<file path="src/rtl/key_priority_encoder.sv">
// Debounced 8-key priority encoder with 74x148-style outputs and a small
// key-press event FIFO for a downstream consumer.
module key_priority_encoder #(
    parameter int DEBOUNCE_CYCLES = 240000
) (
    input  logic       clk,
    input  logic       rst,
    input  logic [7:0] key_n,
    input  logic       ei_n,
    output logic [2:0] a_n,
    output logic       gs_n,
    output logic       eo_n,
    output logic [2:0] evt_code,
    output logic       evt_valid,
    input  logic       evt_ready,
    output logic       overflow
);

    localparam int CNT_W = (DEBOUNCE_CYCLES > 2) ? $clog2(DEBOUNCE_CYCLES) : 1;
    localparam logic [CNT_W-1:0] CNT_MAX = CNT_W'(DEBOUNCE_CYCLES - 1);

    // Bit 8 carries ei_n, bits 7:0 carry key_n.
    logic [8:0]       sync1_reg;
    logic [8:0]       sync2_reg;
    logic [8:0]       cand_reg;
    logic [8:0]       deb_reg;
    logic [CNT_W-1:0] cnt_reg;
    logic [CNT_W-1:0] cnt_next;

    always_ff @(posedge clk or posedge rst) begin
        if (rst) begin
            sync1_reg <= '1;
            sync2_reg <= '1;
        end else begin
            sync1_reg <= {ei_n, key_n};
            sync2_reg <= sync1_reg;
        end
    end

    assign cnt_next = cnt_reg + CNT_W'(1);

    // Any change restarts the stability window; the counter parks at CNT_MAX.
    always_ff @(posedge clk or posedge rst) begin
        if (rst) begin
            cand_reg <= '1;
            deb_reg  <= '1;
            cnt_reg  <= '0;
        end else if (sync2_reg != cand_reg) begin
            cand_reg <= sync2_reg;
            cnt_reg  <= '0;
        end else if (cnt_reg != CNT_MAX) begin
            cnt_reg <= cnt_next;
            if (cnt_next == CNT_MAX) begin
                deb_reg <= cand_reg;
            end
        end
    end

    logic [2:0] enc_idx;
    logic       any_key;

    // Ascending scan so the highest pressed index wins.
    always_comb begin
        enc_idx = '0;
        any_key = 1'b0;
        for (int i = 0; i < 8; i++) begin
            if (!deb_reg[i]) begin
                enc_idx = 3'(i);
                any_key = 1'b1;
            end
        end
    end

    always_ff @(posedge clk or posedge rst) begin
        if (rst) begin
            a_n  <= 3'b111;
            gs_n <= 1'b1;
            eo_n <= 1'b1;
        end else if (deb_reg[8]) begin
            a_n  <= 3'b111;
            gs_n <= 1'b1;
            eo_n <= 1'b1;
        end else if (!any_key) begin
            a_n  <= 3'b111;
            gs_n <= 1'b1;
            eo_n <= 1'b0;
        end else begin
            a_n  <= ~enc_idx;
            gs_n <= 1'b0;
            eo_n <= 1'b1;
        end
    end

    typedef enum logic {
        IDLE,
        HELD
    } state_t;

    state_t     state_reg;
    state_t     state_next;
    logic       push;
    logic [2:0] push_code;
    logic [2:0] last_code_reg;

    assign push_code = ~a_n;

    always_comb begin
        state_next = state_reg;
        push       = 1'b0;
        case (state_reg)
            IDLE: begin
                if (!gs_n) begin
                    push       = 1'b1;
                    state_next = HELD;
                end
            end
            HELD: begin
                if (gs_n) begin
                    state_next = IDLE;
                end else if (push_code != last_code_reg) begin
                    push = 1'b1;
                end
            end
            default: state_next = IDLE;
        endcase
    end

    always_ff @(posedge clk or posedge rst) begin
        if (rst) begin
            state_reg     <= IDLE;
            last_code_reg <= '0;
        end else begin
            state_reg <= state_next;
            if (push) begin
                last_code_reg <= push_code;
            end
        end
    end

    logic [2:0] fifo_mem [4];
    logic [1:0] wr_ptr_reg;
    logic [1:0] rd_ptr_reg;
    logic [2:0] count_reg;
    logic       full;
    logic       pop;
    logic       wr_en;

    assign full      = (count_reg == 3'd4);
    assign evt_valid = (count_reg != 3'd0);
    assign pop       = evt_valid & evt_ready;
    // A pop on the same cycle frees the slot, so a full FIFO still accepts.
    assign wr_en     = push & (~full | pop);
    assign evt_code  = evt_valid ? fifo_mem[rd_ptr_reg] : 3'b000;

    always_ff @(posedge clk) begin
        if (wr_en) begin
            fifo_mem[wr_ptr_reg] <= push_code;
        end
    end

    always_ff @(posedge clk or posedge rst) begin
        if (rst) begin
            wr_ptr_reg <= '0;
            rd_ptr_reg <= '0;
            count_reg  <= '0;
            overflow   <= 1'b0;
        end else begin
            if (wr_en) begin
                wr_ptr_reg <= wr_ptr_reg + 2'd1;
            end
            if (pop) begin
                rd_ptr_reg <= rd_ptr_reg + 2'd1;
            end
            case ({wr_en, pop})
                2'b10:   count_reg <= count_reg + 3'd1;
                2'b01:   count_reg <= count_reg - 3'd1;
                default: count_reg <= count_reg;
            endcase
            if (push && full && !pop) begin
                overflow <= 1'b1;
            end
        end
    end

endmodule

</file>
<file path="config.mk">
export PLATFORM = sky130hd
export DESIGN_NAME = key_priority_encoder
export DESIGN_NICKNAME = d
export VERILOG_FILES = /design/src/rtl/key_priority_encoder.sv
export SDC_FILE = /design/constraint.sdc
export NUM_CORES = 1
export LEC_CHECK = 0
export CAP_MARGIN = 5
export CELL_PAD_IN_SITES_DETAIL_PLACEMENT = 0
export CELL_PAD_IN_SITES_GLOBAL_PLACEMENT = 2
export CORE_UTILIZATION = 37
export CTS_CLUSTER_SIZE = 12
export DETAILED_ROUTE_END_ITERATION = 10
export GPL_TIMING_DRIVEN = 0
export PLACE_DENSITY = 0.71
export SYNTH_ARGS = -nofsm -noshare
export SYNTH_HDL_FRONTEND = slang
export SYNTH_SLANG_ARGS = --single-unit
</file>
<file path="constraint.sdc">
create_clock -name clk -period 2.7 [get_ports clk]
set_clock_uncertainty 0.15 [all_clocks]
set_input_delay 0.405 -clock clk [delete_from_list [all_inputs] [get_ports clk]]
set_output_delay 0.405 -clock clk [all_outputs]
set_load 0.01 [all_outputs]
</file>
==> results of run 1 <==
==> power groups by stage <==
stage,Combinational [mW],Clock (mW),Sequential [mW]
6_report,0.263,0.890,1.41
2_1_floorplan,0.196,0,1.40
3_5_place_dp,0.286,0,1.42
5_1_grt,0.295,0.983,1.43
3_3_place_gp,0.280,0,1.41
4_1_cts,0.267,0.928,1.41
==> cell usage after synthesis (7+ instances only) <==
| library cell | instances | area (um^2) |
|---|---|---|
| dfstp_2 | 41 | 1077 |
| dfrtp_1 | 30 | 750.7 |
| nor2_1 | 19 | 71.32 |
| xnor2_1 | 19 | 166.4 |
| xor2_1 | 18 | 157.7 |
| inv_1 | 17 | 63.81 |
| nand2_1 | 14 | 52.55 |
| clkbuf_1 | 12 | 45.04 |
| edfxtp_1 | 12 | 360.4 |
| mux2_2 | 9 | 101.4 |
| and2_1 | 8 | 50.05 |
| ha_1 | 7 | 87.58 |
| nand4_1 | 7 | 43.79 |
==> cell usage in the layout (no fill, tap or decap), drive strengths merged, types with 6 or more instances in the layout <==
cell type	n
nand2	14
nor2	19
dfrtp	30
clkbuf	19
inv	21
o21ai	6
ha	7
clkdlybuf4s50	21
and2	8
xnor2	19
mux2	9
dfstp	41
xor2	18
edfxtp	12
buf	7
nand4	7
==> logic make-up (layout without fill, tap and decap cells) <==
group | count (synthesis) | after routing | synth area share
AOI/OAI and AO/OA | 19 | 19 | 0.03415
xor gates and xnor gates | 37 | 37 | 0.09408
adders and majority gates | 8 | 8 | 0.03124
buffers and inverters | 29 | 71 | 0.03160
DFF | 83 | 83 | 0.6353
muxes | 13 | 13 | 0.05194
and+or+nand+nor | 77 | 77 | 0.1217
==> area by class of cell <==
cell class	count	area [um^2]	share of cell area
plain buffers	10	37.54	0.009144
clock buffers	9	123.9	0.03017
clock inverters	7	78.83	0.01920
inverters	17	66.31	0.01615
multi-input cells	154	1207	0.2941
flip-flops and latches	83	2190	0.5334
well taps	108	135.1	0.03292
repair buffers	28	266.5	0.06492
==> metal layers <==
layer	vias to the layer above	global-route usage
li1	967	-
met1	955	0.1846
met2	27	0.1983
met3	7	0.02766
met4	0	0.05511
met5	-	0
==> what timing repair did <==
item                       4_1_cts  5_1_grt
setup endpoints to repair       13       11
cloned                           0        1
pin swaps                        2        4
resized for setup                5       10
setup buffers                    3        3
hold buffers                     0        0
==> final timing paths <==
path	end	slack [ns]	from
min in group asynchronous	last_code_reg[0]	0.44	rst
worst max-delay path	deb_reg[7]	0.01	cnt_reg[1]
worst min register to register	sync2_reg[3]	0.20	sync1_reg[3]
max in group asynchronous	cnt_reg[1]	1.37	rst
worst min-delay path	sync2_reg[3]	0.20	sync1_reg[3]
worst max register to register	deb_reg[7]	0.01	cnt_reg[1]
==> through the flow <==
step           power (mW)  setup WS [ns]
2_1_floorplan       1.596        0.01251
3_3_place_gp        1.692        -0.8958
3_5_place_dp        1.702        -0.3449
4_1_cts             2.610       -0.04338
5_1_grt             2.704       -0.08099
6_report            2.565        0.01193
==> qor.yml, run 1 <==
fin_crit_ns: 2.688
slew_violations: 0
dieArea_um2: 9699
dr.pass1.iters: 7
vias_per_cell: 4.702
hold_class: "register to register"
initial_core_util: 0.3893
cp-start-kind: "register"
postSynthAreaPerCell_um2: 12.95
wl_um: 5610
coreArea_um2: 8848
clock-root-buffer: "clkbuf_8"
intPower_mw: 1.865
cp.arrival_ns: 2.83
pwr-share-seq: 0.550
finalNonFillerCells: 416
comb_power_share: 0.103
tns_ns: 0
worstMarginPinSlew_ns: 0.8530
cts_max_path_buffers: 2
grt_pass1_wl_um: 9915
row_count: 34
synth_seq_area_share: 0.6353
drv_cap: 0
fin_nets: 323
reg2regPathDepth: 7
clk_pin_slew_worst_paths_ns: 0.10
numCtsBuffers: 9
die-width_um: 98.49
crit_type: "register to register"
hold_viol_final: 0
cp_max_fo: 4
area_growth_pct: 19.18
grt.overflow.total: 0
io_pins: 22
wl_met2_um: 2574
drive_gt1_frac: 0.2857
yosysWarnings: 0
critPathSlowestCell: "or4bb_1"
antenna_found_initial: 0
hpwlAfterDp_um: 3676
clock-sinks: 83
clock.fmax_mhz: 372.0
synth.cell_area_um2: 3445
synth-edff-count: 12
end_kind: "register"
p_sw_uw: 699.7
grt_usage: 0.1312
antenna_cells: 0
power_leakage_nw: 1.504
run_status: "finished, violations left"
crit_required_ns: 2.84
cellPowerDensity_nw_per_um2: 624.7
cts_tree: "done"
finish.utilization: 0.4639
violations: "design-rule violations"
largest_reg_flops: 18
design_area_um2: 4105
wl_met3_um: 156
clkPwrFrac: 0.347
rsz0062_at_grt: "true"
met1_length_um: 2812
async_flop_share: 0.8554
crit_path_cell_trace: "ha_4 -> xnor2_1 -> or4bb_1 -> or4_4 -> nor4_4 -> buf_4 -> mux2_2"
crit_buf_inv: 1
place.gp.congestion: 0.7093
switching_share: 0.2728
ys_ff_latch: 83
portBuffers: 21
hold-path-cell-count: 0
vdd_ir_drop_max_v: 0.0003421
synth_cell_types: 38
fin_crit_sh: 0.9956
ant_nets: 0
grt_max_degree: 72
fill_cells: 832
die-height_um: 98.49
clk_latency_ns: 0.35
cpPeakStageDelay_ns: 0.47
netlist_instances: 266
dp.cells: 395
htree_levels: 3
cp_num_cells: 7
drt_iter0_markers: 60
setup_viol: 0
vias: 1956
placed_area_um2: 3792
crit_family: "simple AND/OR/NAND/NOR gates"
wl_per_cell_um: 13.49
grt_pass1_vias: 2010
highest_layer: "met4"
ys.flop_type: "dfstp_2"
whs_ns: 0.2035
post-route-drc-count: 3
synthesis.nets: 286
slew_headroom: 0.4313
No activity file was read; power rests on OpenSTA's default activity.
==> inputs of run 2 (changes only) <==
--- a/config.mk
+++ b/config.mk
@@ -12,7 +12,7 @@
 export CTS_CLUSTER_SIZE = 12
 export DETAILED_ROUTE_END_ITERATION = 10
 export GPL_TIMING_DRIVEN = 0
-export PLACE_DENSITY = 0.71
+export PLACE_DENSITY = 0.74
 export SYNTH_ARGS = -nofsm -noshare
 export SYNTH_HDL_FRONTEND = slang
 export SYNTH_SLANG_ARGS = --single-unit
==> run 2 against run 1 <==
Compared with the run above:
- the run now ends clean
- sequential share of layout area up 0.18 points
- sequential cell count unchanged
- cell count unchanged
- critical path type unchanged
- critical endpoint is now deb_reg[1]
- largest cell class unchanged
- largest power group unchanged
- highest routed layer unchanged
==> qor.yml, run 2 (same netlist as run 1, synthesis figures left out) <==
run_status: "complete, no violations"
end_kind: "register"
power_leakage_nw: 1.504
numCtsBuffers: 9
cp_max_fo: 4
fin_crit_sh: 0.9699
grt_pass1_wl_um: 9563
p_sw_uw: 656.6
cp-start-kind: "register"
drt_iter0_markers: 40
place_ws_ns: -0.3106
finalNonFillerCells: 416
clock-root-buffer: "clkbuf_8"
grt.overflow.total: 0
clk_latency_ns: 0.35
slew_violations: 0
vias_per_cell: 4.695
intPower_mw: 1.940
hold_start: "sync1_reg[0]"
drv_cap: 0
wl_um: 5392
dr.pass1.iters: 6
crit_family: "simple AND/OR/NAND/NOR gates"
die-width_um: 98.49
hpwlAfterDp_um: 3619
switching_share: 0.2529
antenna_cells: 0
hold_viol_final: 0
pwr-share-seq: 0.543
cellPowerDensity_nw_per_um2: 634.9
htree_levels: 3
setup_viol: 0
dp.cells: 395
crit_type: "register to register"
initial_core_util: 0.3893
place.gp.congestion: 0.7347
clock-sinks: 83
cpPeakStageDelay_ns: 0.58
cp.arrival_ns: 2.75
antenna_found_initial: 0
fin_nets: 323
row_count: 34
fin_crit_ns: 2.619
coreArea_um2: 8848
wl_per_cell_um: 12.96
slew_headroom: 0.4311
portBuffers: 21
crit_path_cell_trace: "xor2_1 -> nor4_2 -> nand4_1 -> or4_4 -> nor4_4 -> buf_4 -> mux2_2"
clock.fmax_mhz: 381.9
area_growth_pct: 18.71
crit_buf_inv: 1
comb_power_share: 0.102
cts_tree: "done"
ant_nets: 0
final_common_cell: "dfstp_2"
hold_class: "register to register"
cts_max_path_buffers: 2
clk_pin_slew_worst_paths_ns: 0.09
vdd_ir_drop_max_v: 0.0002657
clkPwrFrac: 0.355
grt_pass1_vias: 1981
io_pins: 22
grt_max_degree: 72
rsz0062_at_grt: "true"
vias: 1953
critPathLaunch: "cand_reg[3]"
final_cell_mix: "dfstp_2, dfrtp_1, clkdlybuf4s50_1, xnor2_1, nor2_1"
setup_slack_ns: 0.08122
die-height_um: 98.49
critPathSlowestCell: "or4_4"
grt_usage: 0.1287
dieArea_um2: 9699
drive_gt1_frac: 0.2792
r2r_start: "cand_reg[3]"
crit_required_ns: 2.83
largest_reg_flops: 18
worstMarginPinSlew_ns: 0.8533
post-route-drc-count: 0
-- run 2: cell types whose count changed in the layout (fill, tap and decap cells not counted), moves of 2 or more --
cell	change
clkinv_4	-2
mux2_2	+4
inv_6	+4
inv_8	-3
mux2_4	-4
-- run 2: through the flow --
step                utilization  instance area, um^2  power [mW]  hold WS [ns]  setup TNS [ns]
floorplan                     -                 3445       1.596        0.1952               0
global placement         0.4283                 3790       1.693        0.1953          -33.91
detailed placement       0.4286                 3792       1.703        0.1968          -2.903
CTS                      0.4567                 4041       2.633        0.2102               0
global route             0.4621                 4089       2.735        0.2160        -0.02163
finish                   0.4621                 4089       2.596        0.2093               0
-- run 2: worst paths after layout --
path,to,slack (ns),cells after the start
worst max-delay path,deb_reg[1],0.08,7
worst min-delay path,sync2_reg[0],0.21,0
worst max register to register,deb_reg[1],0.08,7
worst min register to register,sync2_reg[0],0.21,0
max in group asynchronous,state_reg,1.42,2
min in group asynchronous,cnt_reg[13],0.43,2
-- run 2: final cells by class --
class | instances | area, um^2
clock buffers | 9 | 123.9
flip-flops and latches | 83 | 2188
plain buffers | 10 | 37.54
multi-input cells | 154 | 1190
fillers | 835 | 4760
well taps | 108 | 135.1
repair buffers | 28 | 266.5
inverters | 17 | 66.31
clock inverters | 7 | 81.33
-- run 2: routing by layer --
metal | vias to the layer above | wire (um) | global-route usage
li1 | 964 | - | -
met1 | 951 | 2593 | 0.1678
met2 | 28 | 2530 | 0.1999
met3 | 10 | 139 | 0.02553
met4 | 0 | 129 | 0.07807
met5 | - | 0 | 0
-- run 2: timing repair --
item	4_1_cts	5_1_grt
buffers inserted	4	2
pin swaps	2	4
hold buffers	0	0
gates cloned	0	1
setup endpoints to repair	12	11
gates resized for setup	4	7
-- run 2: power groups by stage --
stage / registers (mW) / logic, mW / clock network (mW)
6_report: 1.41 / 0.265 / 0.921
5_1_grt: 1.42 / 0.308 / 1.00
4_1_cts: 1.41 / 0.268 / 0.955
3_5_place_dp: 1.42 / 0.287 / 0
3_3_place_gp: 1.41 / 0.282 / 0
2_1_floorplan: 1.40 / 0.196 / 0
==> inputs of run 3 (changes only) <==
--- a/config.mk
+++ b/config.mk
@@ -11,7 +11,6 @@
 export CORE_UTILIZATION = 37
 export CTS_CLUSTER_SIZE = 12
 export DETAILED_ROUTE_END_ITERATION = 10
-export GPL_TIMING_DRIVEN = 0
 export PLACE_DENSITY = 0.74
 export SYNTH_ARGS = -nofsm -noshare
 export SYNTH_HDL_FRONTEND = slang
==> run 3 against run 2 <==
Compared with the run above:
- worst hold slack worse by 0.00069 ns
- clock power fell by 7.4%
- fmax up 1.4%
- via count down 0.61%
- critical path depth is the same
- combinational power shrank 3%
- register-to-register slack gained 0.04 ns
- critical endpoint unchanged
- largest cell class unchanged
==> qor.yml, run 3 (same netlist as run 1, synthesis figures left out) <==
final_common_cell: "dfstp_2"
fill_cells: 839
cellPowerDensity_nw_per_um2: 625.3
hpwlAfterDp_um: 3783
antenna_cells: 0
vdd_ir_drop_max_v: 0.0003066
ant_nets: 0
setup_viol: 0
htree_levels: 3
end_kind: "register"
clk_pin_slew_worst_paths_ns: 0.09
grt_usage: 0.1299
drive_gt1_frac: 0.2791
final_cell_mix: "dfstp_2, dfrtp_1, clkdlybuf4s50_1, xnor2_1, nor2_1"
run_status: "complete, no violations"
clock-root-buffer: "clkbuf_8"
cp-start-kind: "register"
clock-sinks: 83
portBuffers: 21
cts.hold.buffers_added: 0
io_pins: 22
wl_per_cell_um: 13.52
cp_max_fo: 9
setup_slack_ns: 0.1175
largest_reg_flops: 18
slew_headroom: 0.7008
numCtsBuffers: 9
slew_violations: 0
hold_viol_final: 0
place_ws_ns: 0.02848
initial_core_util: 0.3893
design_area_um2: 4025
fin_crit_ns: 2.582
dr.pass1.iters: 6
die-height_um: 98.49
placed_area_um2: 3832
postCtsSetupBuffers: 0
cts_resized: 0
finalNonFillerCells: 409
wl_um: 5530
whs_ns: 0.2086
coreArea_um2: 8848
cts_tree: "done"
drv_cap: 0
cts_max_path_buffers: 2
antenna_found_initial: 0
hold_class: "register to register"
grt_max_degree: 72
crit_required_ns: 2.83
die-width_um: 98.49
tns_ns: 0
grt.overflow.total: 0
dieArea_um2: 9699
vias_per_cell: 4.746
worstMarginPinSlew_ns: 0.4474
rsz0062_at_grt: "false"
drt_iter0_markers: 66
fin_crit_sh: 0.9565
dp.cells: 393
vias: 1941
crit_type: "register to register"
place.gp.congestion: 0.7154
cp.arrival_ns: 2.71
post-route-drc-count: 0
power_leakage_nw: 1.501
area_growth_pct: 16.85
grt_pass1_vias: 2029
fin_nets: 316
row_count: 34
clk_latency_ns: 0.36
clock.fmax_mhz: 387.2
grt_pass1_wl_um: 9749
-- run 3: where the power goes --
part           switching, mW  total [mW]  internal (mW)
clock network          0.494       0.853          0.359
registers             0.0624        1.41           1.34
logic                  0.110       0.258          0.148
total                  0.667        2.52           1.85
-- run 3: path summary, 6_finish.rpt --
path | start | end | slack [ns] | cells after the start
setup / recovery | cand_reg[8] | deb_reg[1] | 0.12 | 7
hold / removal | sync1_reg[2] | sync2_reg[2] | 0.21 | 0
setup reg to reg | cand_reg[8] | deb_reg[1] | 0.12 | 7
hold reg to reg | sync1_reg[2] | sync2_reg[2] | 0.21 | 0
max in group asynchronous | rst | a_n[2] | 1.78 | 3
min in group asynchronous | rst | cnt_reg[9] | 0.29 | 3
-- run 3: worst max-delay path, stage by stage (launching register included) --
cell and delay, ns:
dfstp_2 0.55, xor2_1 0.06, nor4_1 0.33, nand4_1 0.18
or4_4 0.57, nor4_4 0.15, buf_6 0.18, mux2_2 0.34
-- run 3: area by class of cell --
type	instances	area, um^2	share of cell area
multi-input combinational	154	1150	0.2857
clock inverter	7	62.56	0.01554
timing repair buffer	31	301.5	0.07491
clock buffer	9	123.9	0.03077
tap	108	135.1	0.03357
inverter	17	63.81	0.01585
sequential	83	2188	0.5437
-- run 3: metal layers --
layer | vias to the layer above | share of wire | routed length (um) | GRT usage
met3 | 9 | 0.028 | 157 | 0.02624
li1 | 950 | - | - | -
met2 | 26 | 0.47 | 2598 | 0.2069
met1 | 956 | 0.48 | 2655 | 0.1685
met4 | 0 | 0.021 | 118 | 0.06889
met5 | - | 0 | 0 | 0
-- run 3: per-stage QoR --
stage | power, mW | utilization
after global routing | 2.652 | 0.4549
after floorplan | 1.596 | -
after detailed placement | 1.697 | 0.4331
after global placement | 1.689 | 0.4331
final | 2.517 | 0.4549
after CTS | 2.563 | 0.4542
